==> src/rtl/oled_spi_arbiter.sv <==
// Round-robin arbiter sharing one PmodOLED SpiCtrl among NREQ byte requesters.
// Each grant moves one byte; a requester holding LOCK keeps the bus across bytes.
module oled_spi_arbiter #(
  parameter int unsigned NREQ = 2,
  parameter int unsigned DW   = 8
) (
  input  logic               CLK,
  input  logic               RST,
  input  logic [NREQ-1:0]    REQ,
  input  logic [NREQ-1:0]    LOCK,
  input  logic [NREQ-1:0]    DC_IN,
  input  logic [NREQ*DW-1:0] DATA_IN,
  output logic [NREQ-1:0]    GNT,
  output logic [NREQ-1:0]    ACK,
  output logic               BUSY,
  output logic               DC,
  output logic               SPI_EN,
  output logic [DW-1:0]      SPI_DATA,
  input  logic               SPI_FIN
);

  localparam int unsigned IW = (NREQ > 1) ? $clog2(NREQ) : 1;

  typedef enum logic [2:0] {
    StIdle,
    StSetup,
    StXfer,
    StRelease,
    StWaitLow
  } state_e;

  state_e        state_q, state_d;
  logic [IW-1:0] owner_q, owner_d;
  logic [IW-1:0] rr_ptr_q, rr_ptr_d;
  logic          lock_q, lock_d;
  logic          dc_q, dc_d;
  logic [DW-1:0] data_q, data_d;

  logic [IW-1:0] pick_hi, pick_lo, pick;
  logic          hi_vld, lo_vld;
  logic [IW-1:0] next_ptr;
  logic          load;
  logic [IW-1:0] load_sel;

  // Round-robin pick: first request at or above rr_ptr, else the lowest one (wrap).
  always_comb begin
    pick_hi = '0;
    pick_lo = '0;
    hi_vld  = 1'b0;
    lo_vld  = 1'b0;
    for (int unsigned j = 0; j < NREQ; j++) begin
      if (REQ[j] && !lo_vld) begin
        lo_vld  = 1'b1;
        pick_lo = IW'(j);
      end
      if (REQ[j] && !hi_vld && (j >= 32'(rr_ptr_q))) begin
        hi_vld  = 1'b1;
        pick_hi = IW'(j);
      end
    end
    pick = hi_vld ? pick_hi : pick_lo;
  end

  // Pointer just past the current owner, modulo NREQ.
  always_comb begin
    next_ptr = owner_q + 1'b1;
    if (owner_q == IW'(NREQ - 1)) begin
      next_ptr = '0;
    end
  end

  // Next-state logic; requester inputs are captured only when entering SETUP.
  always_comb begin
    state_d  = state_q;
    owner_d  = owner_q;
    rr_ptr_d = rr_ptr_q;
    lock_d   = lock_q;
    dc_d     = dc_q;
    data_d   = data_q;
    load     = 1'b0;
    load_sel = owner_q;

    unique case (state_q)
      StIdle: begin
        if (lo_vld) begin
          load     = 1'b1;
          load_sel = pick;
          state_d  = StSetup;
        end
      end
      StSetup:   state_d = StXfer;
      StXfer: begin
        // A FIN already high on entry is taken as completion.
        if (SPI_FIN) begin
          state_d = StRelease;
        end
      end
      StRelease: state_d = StWaitLow;
      StWaitLow: begin
        if (!SPI_FIN) begin
          if (lock_q && REQ[owner_q]) begin
            load    = 1'b1;
            state_d = StSetup;
          end else begin
            rr_ptr_d = next_ptr;
            state_d  = StIdle;
          end
        end
      end
      default:   state_d = StIdle;
    endcase

    if (load) begin
      owner_d = load_sel;
      data_d  = DATA_IN[32'(load_sel)*DW +: DW];
      dc_d    = DC_IN[load_sel];
      lock_d  = LOCK[load_sel];
    end
  end

  // State and latched byte registers.
  always_ff @(posedge CLK or negedge RST) begin
    if (!RST) begin
      state_q  <= StIdle;
      owner_q  <= '0;
      rr_ptr_q <= '0;
      lock_q   <= 1'b0;
      dc_q     <= 1'b0;
      data_q   <= '0;
    end else begin
      state_q  <= state_d;
      owner_q  <= owner_d;
      rr_ptr_q <= rr_ptr_d;
      lock_q   <= lock_d;
      dc_q     <= dc_d;
      data_q   <= data_d;
    end
  end

  // Grant/ack decode; state-derived so reset clears them immediately.
  always_comb begin
    GNT = '0;
    ACK = '0;
    if (state_q != StIdle) begin
      GNT[owner_q] = 1'b1;
    end
    if (state_q == StRelease) begin
      ACK[owner_q] = 1'b1;
    end
  end

  assign BUSY     = (state_q != StIdle);
  assign SPI_EN   = (state_q == StXfer);
  assign DC       = dc_q;
  assign SPI_DATA = data_q;

endmodule

==> config.mk <==
export PLATFORM = sky130hd
export DESIGN_NAME = oled_spi_arbiter
export DESIGN_NICKNAME = d
export VERILOG_FILES = /design/src/rtl/oled_spi_arbiter.sv
export SDC_FILE = /design/constraint.sdc
export NUM_CORES = 1
export LEC_CHECK = 0
export ABC_AREA = 1
export BUFFER_PORTS_ARGS = -buffer_cell sky130_fd_sc_hd__buf_4
export CAP_MARGIN = 0
export CORE_ASPECT_RATIO = 0.9
export CORE_MARGIN = 5
export CORE_UTILIZATION = 35
export DETAILED_ROUTE_END_ITERATION = 10
export PLACE_DENSITY = 0.77
export REMOVE_ABC_BUFFERS = 1
export SLEW_MARGIN = 15
export SYNTH_ARGS = -nofsm -noshare
export SYNTH_HDL_FRONTEND = slang
export SYNTH_SLANG_ARGS = --single-unit
==> constraint.sdc <==
create_clock -name CLK -period 1.5 [get_ports CLK]
set_clock_uncertainty 0.15 [all_clocks]
set_input_delay 0.15 -clock CLK [delete_from_list [all_inputs] [get_ports CLK]]
set_output_delay 0.15 -clock CLK [all_outputs]
set_load 0.02 [all_outputs]
== After elaboration in Yosys (flattened, before gate mapping) ==
Cells that the tools add are included.
Widths: inputs -> output; s select.
Word-level totals
  input port bits: 25
  output and inout port bits: 15
  flip-flop bits (word level): 15
Operators by class
  order comparisons: 4
  shift-type cells: 1
  $add $sub $neg: 1
  reductions and logical operators: 11
  equal/unequal tests: 7
  muxes and demuxes: 29
  bitwise gates (word level): 2
Operators by type and width (count)
  $mux 1: 21
  $shiftx 16x5->8: 1
  $pmux 3 s5: 1
  $mux 3: 3
  $eq 3x2->1 const B: 2
  $reduce_and 3->1: 2
  $logic_and 1x1->1: 5
  $lt 1x2->1 const B: 2
  $mux 2: 2
  $ne 2x2->1 const B: 2
  $eq 3x1->1 const B: 1
  $eq 3x3->1 const B: 1
  $logic_not 3->1: 1
  $reduce_bool 3->1: 1
  $logic_not 1->1: 2
  $ne 2x1->1 const B: 1
  $not 1->1: 2
  $pmux 1 s2: 1
  $add 1x1->1 const B: 1
  $demux 1 s1: 1
  $ge 1x1->1 const A: 1
  $ge 1x1->1 const B: 1

== Depth between registers and ports, before layout ==
  depth after elaboration: 11
  mapped depth: 9

== Worst setup path after synthesis ==
Ideal clock, no wire load.
  kind: flip-flop to flip-flop
  from: register state_q[2]
  to: register state_q[0]
  arrival time: 1215 ps
  path buffers: 0
  stages on the path, launching flop included: 5
  period minus slack after synthesis: 1487 ps
  setup slack: 13 ps
  cells stage by stage: dfrtp_1 -> nor3_1 -> nand2_1 -> o211ai_1 -> nor2_1
On the way
  longest elaborated chain between the ends: 3
RTL lines
  from (decl): RTL line 32  | state_e state_q, state_d;
  from (signal assigned): RTL line 124  | state_q <= StIdle;
  from (signal assigned): RTL line 131  | state_q <= state_d;
  $eq 3x2->1 (*)
  via SPI_EN: RTL line 17  | output logic SPI_EN,
  $ne 2x1->1 (no line)
  $reduce_and 3->1 (no line)
Mark *: on every way through the listed nets, which the timed path passes. The rest lies on a longest branch.
A chain may end at the register's enable or synchronous reset.

== Final worst setup path ==
  from: register state_q[1]
  to: register data_q[7] (netlist: SPI_DATA[7])
On the way
  longest elaborated chain between the ends: 3
RTL lines
  $logic_not 3->1: RTL line 83  | unique case (state_q)
  $mux 1: RTL line 83
  $shiftx 16x5->8: RTL line 115  | data_d = DATA_IN[32'(load_sel)*DW +: DW];
  to (signal assigned): RTL line 136  | data_q <= data_d;
  to (decl): RTL line 37  | logic [DW-1:0] data_q, data_d;
Several ways; a longest one is shown, not always the timed one.

==> metrics.md <==
| Metric | Value |
|---|---|
| DP HPWL | `2020 um` |
| Via Count | `1081` |
| Number of synthesized flops with an enable pin | `0` |
| Final instance area | `0.00154 mm^2` |
| Die X | `62.5 um` |
| Diode count | `0` |
| Tmin final | `1.61 ns` |
| Fraction of layout cells with a size suffix above 1 | `50.8%` |
| Clock Latency Late Sink | `0.29 ns` |
| Ys flop type | `dfrtp_1` |
| Antenna violations before repair | `0` |
| Vias in the first global route | `1029` |
| Met2 wire length | `1640 um` |
| Worst endpoint data arrival time | `1.64 ns` |
| Synth Warn # | `0` |
| Crit Path Category | `flop to flop` |
| Routability Congestion | `0.829` |
| Global-route wire length before repair | `4620 um` |
| Violated checks | `setup timing` |
| Synth async-reset ratio | `100%` |
| H-tree depth | `1` |
| Largest net degree at the start of global routing | `16` |
| Routed WL | `2960 um` |
| Unrepaired setup endpoints after global routing | `true` |
| Overflow after GRT | `0` |
| Seq/Total Area, Yosys | `43.2%` |
| #FFs+latches synth | `15` |
| Floorplan row count | `17` |
| Crit path required time | `1.53 ns` |
| Core ar. | `0.00242 mm^2` |
| R2R cell count | `10` |
| Synth unique cells | `17` |
| Leakage Power | `0.840 nW` |
| Synthesized area | `870 um^2` |
| RR Endpoint | `SPI_DATA[7]$_DFFE_PN0P_` |
| Setup crit end | `SPI_DATA[7]$_DFFE_PN0P_` |
| CTS tree | `built` |
| Top sig layer | `met4` |
| Critical path origin | `state_q[1]$_DFFE_PN0P_` |
| DRC violations left | `0` |
| Fmax | `622 MHz` |
| Outcome | `finished, violations left` |
| Max-cap viol count | `0` |
| R2r setup slk | `-0.11 ns` |
| Starting Density | `35.9%` |
| DRC marker count from the first detailed-route iteration | `26` |
| Count leader, synth | `nand2_1` |
| Fill cell count | `197` |
| Setup WS post-layout | `-0.107 ns` |
| Mapped Avg Cell Area | `6.90 um^2` |
| M1 wire length | `1130 um` |
| Ports | `40` |
| Root Buffer | `clkbuf_4` |
| # nets final | `211` |
| Slew HR | `87.0%` |
| Vias/cell | `5.08` |
| Crit end category | `flop` |
| Least-Margin Pin Slew | `0.195 ns` |
| Finish-stage setup viols | `15` |
| CP Launch Type | `flop` |
| Clk sinks | `15` |
| Die Span Y | `57.3 um` |
| Worst slack at placement | `0.00392 ns` |
| Worst VDD drop | `1.25 mV` |
| Largest area contributor in the netlist | `dfrtp_1` |
| Routed Antenna Nets | `0` |
| Synth-to-layout area growth | `77.1%` |
| Max FO, Critical Path | `7` |
| WL per Instance | `13.9 um` |
| Met3 WL | `174 um` |
| Placed Area | `0.00124 mm^2` |
| Fin. Hold Viols | `0` |
| Final worst path period share | `107%` |
| Hold crit path type | `input pin to flop` |
| Clock buffer count from CTS | `3` |
| Die ar. | `0.00358 mm^2` |
| Slew Viols, Final | `0` |
| Power Density | `2060 mW/mm^2` |
| Synth cell count leaders | `nand2_1, nand3_1, dfrtp_1` |
| Top-area cell type share of the netlist area | `43.2%` |
| Clock slew at the register clock pins of the worst setup and hold paths | `0.10 ns` |
| Synth area leaders | `dfrtp_1, nand3_1, nand2_1` |
| Reg-to-reg startpoint | `state_q[1]$_DFFE_PN0P_` |
| Max Root-Sink Buffers | `2` |
| Hold path cells | `5` |
| PortBufs | `39` |
| Gr usage total | `16.1%` |
| Detailed Routing Iterations Pass 1 | `4` |
| Post-Synthesis Cells | `126` |
## report_power, final
| part | internal (mW) | total (mW) | switching, mW |
|---|---|---|---|
| sequential | 0.600 | 0.762 | 0.162 |
| clock | 0.0992 | 0.237 | 0.138 |
| combinational | 0.953 | 2.18 | 1.23 |
## per-layer routing
metal	vias up	global-route usage, %
li1	532	-
met1	519	17.6
met2	28	29.9
met3	2	5.71
met4	0	3.33
met5	-	0
## state kept, by name, summed over array words and instances, names as in the netlist
register and flops:
owner_q 1, rr_ptr_q 1, lock_q 1, SPI_DATA 8, DC 1, state_q 3
## stage by stage
step / std cells / util, % / power (mW) / hold slack (ns) / TNS [ns]
2_1_floorplan: 122 / - / 1.70 / -0.296 / -0.303
3_3_place_gp: 197 / 51.2 / 2.38 / -0.138 / 0
3_5_place_dp: 197 / 51.2 / 2.41 / -0.135 / 0
4_1_cts: 212 / 58.5 / 2.98 / 0.0241 / -0.824
5_1_grt: 213 / 63.5 / 3.44 / 0.0262 / -2.66
6_report: 213 / 63.5 / 3.18 / 0.0242 / -1.27
## kinds of logic after synthesis
logic type	share of synthesized area, %
AOI/OAI and AO/OA	2.01
buffers and inverters	7.48
and+or+nand+nor	47.3
DFF	43.2
## critical path, cell delays in order (launching register included)
cell and delay, ns:
dfrtp_1 0.43, buf_6 0.14, inv_4 0.06, nand2_4 0.07, nor2_4 0.13, inv_2 0.05
nor2_4 0.14, nand2_4 0.08, buf_6 0.15, nand3_2 0.05, nand2_1 0.04
## worst min-delay path by stage
stage                          start                      end  slack (ns)
after CTS                 DATA_IN[1]  SPI_DATA[1]$_DFFE_PN0P_        0.02
after floorplan                  RST           DC$_DFFE_PN0P_       -0.30
after global placement           RST  SPI_DATA[0]$_DFFE_PN0P_       -0.14
after detailed placement         RST  SPI_DATA[1]$_DFFE_PN0P_       -0.13
final                     DATA_IN[3]  SPI_DATA[3]$_DFFE_PN0P_        0.02
after global routing      DATA_IN[0]  SPI_DATA[0]$_DFFE_PN0P_        0.03
## cells in the final DEF (no fill, tap or decap)
cell,synthesis,final
dlygate4sd3_1,0,2
a21oi_1,1,1
inv_1,7,3
nand2_1,46,40
nor2_1,6,3
clkbuf_4,0,3
dfrtp_2,0,1
nand2_2,2,2
nor3_2,0,1
nand3_2,0,11
nand4_1,1,1
inv_4,0,3
clkinv_2,0,1
dfrtp_1,15,14
o21ai_0,1,1
buf_4,1,46
buf_6,1,11
nor2_4,0,5
o211ai_1,1,1
nor3_1,2,1
nand3_1,35,24
inv_2,3,4
nand2_4,0,6
## cell type report
type | instances | area (um^2) | area share [%]
Multi-Input combinational cell | 97 | 567 | 36.8
Inverter | 10 | 45.0 | 2.92
Clock inverter | 1 | 5.00 | 0.325
Timing Repair Buffer | 59 | 489 | 31.8
Sequential cell | 15 | 377 | 24.5
Tap cell | 28 | 35.0 | 2.27
Clock buffer | 3 | 22.5 | 1.46
## repair_timing
item                                   in CTS  in global routing
gates resized for setup                    21                 30
hold buffers                                2                  0
setup buffers                               9                  4
setup endpoints to repair                   9                 18
pin swaps                                   5                 19
endpoints found under the hold margin      16                  0
No activity file was read; power rests on OpenSTA's default activity.
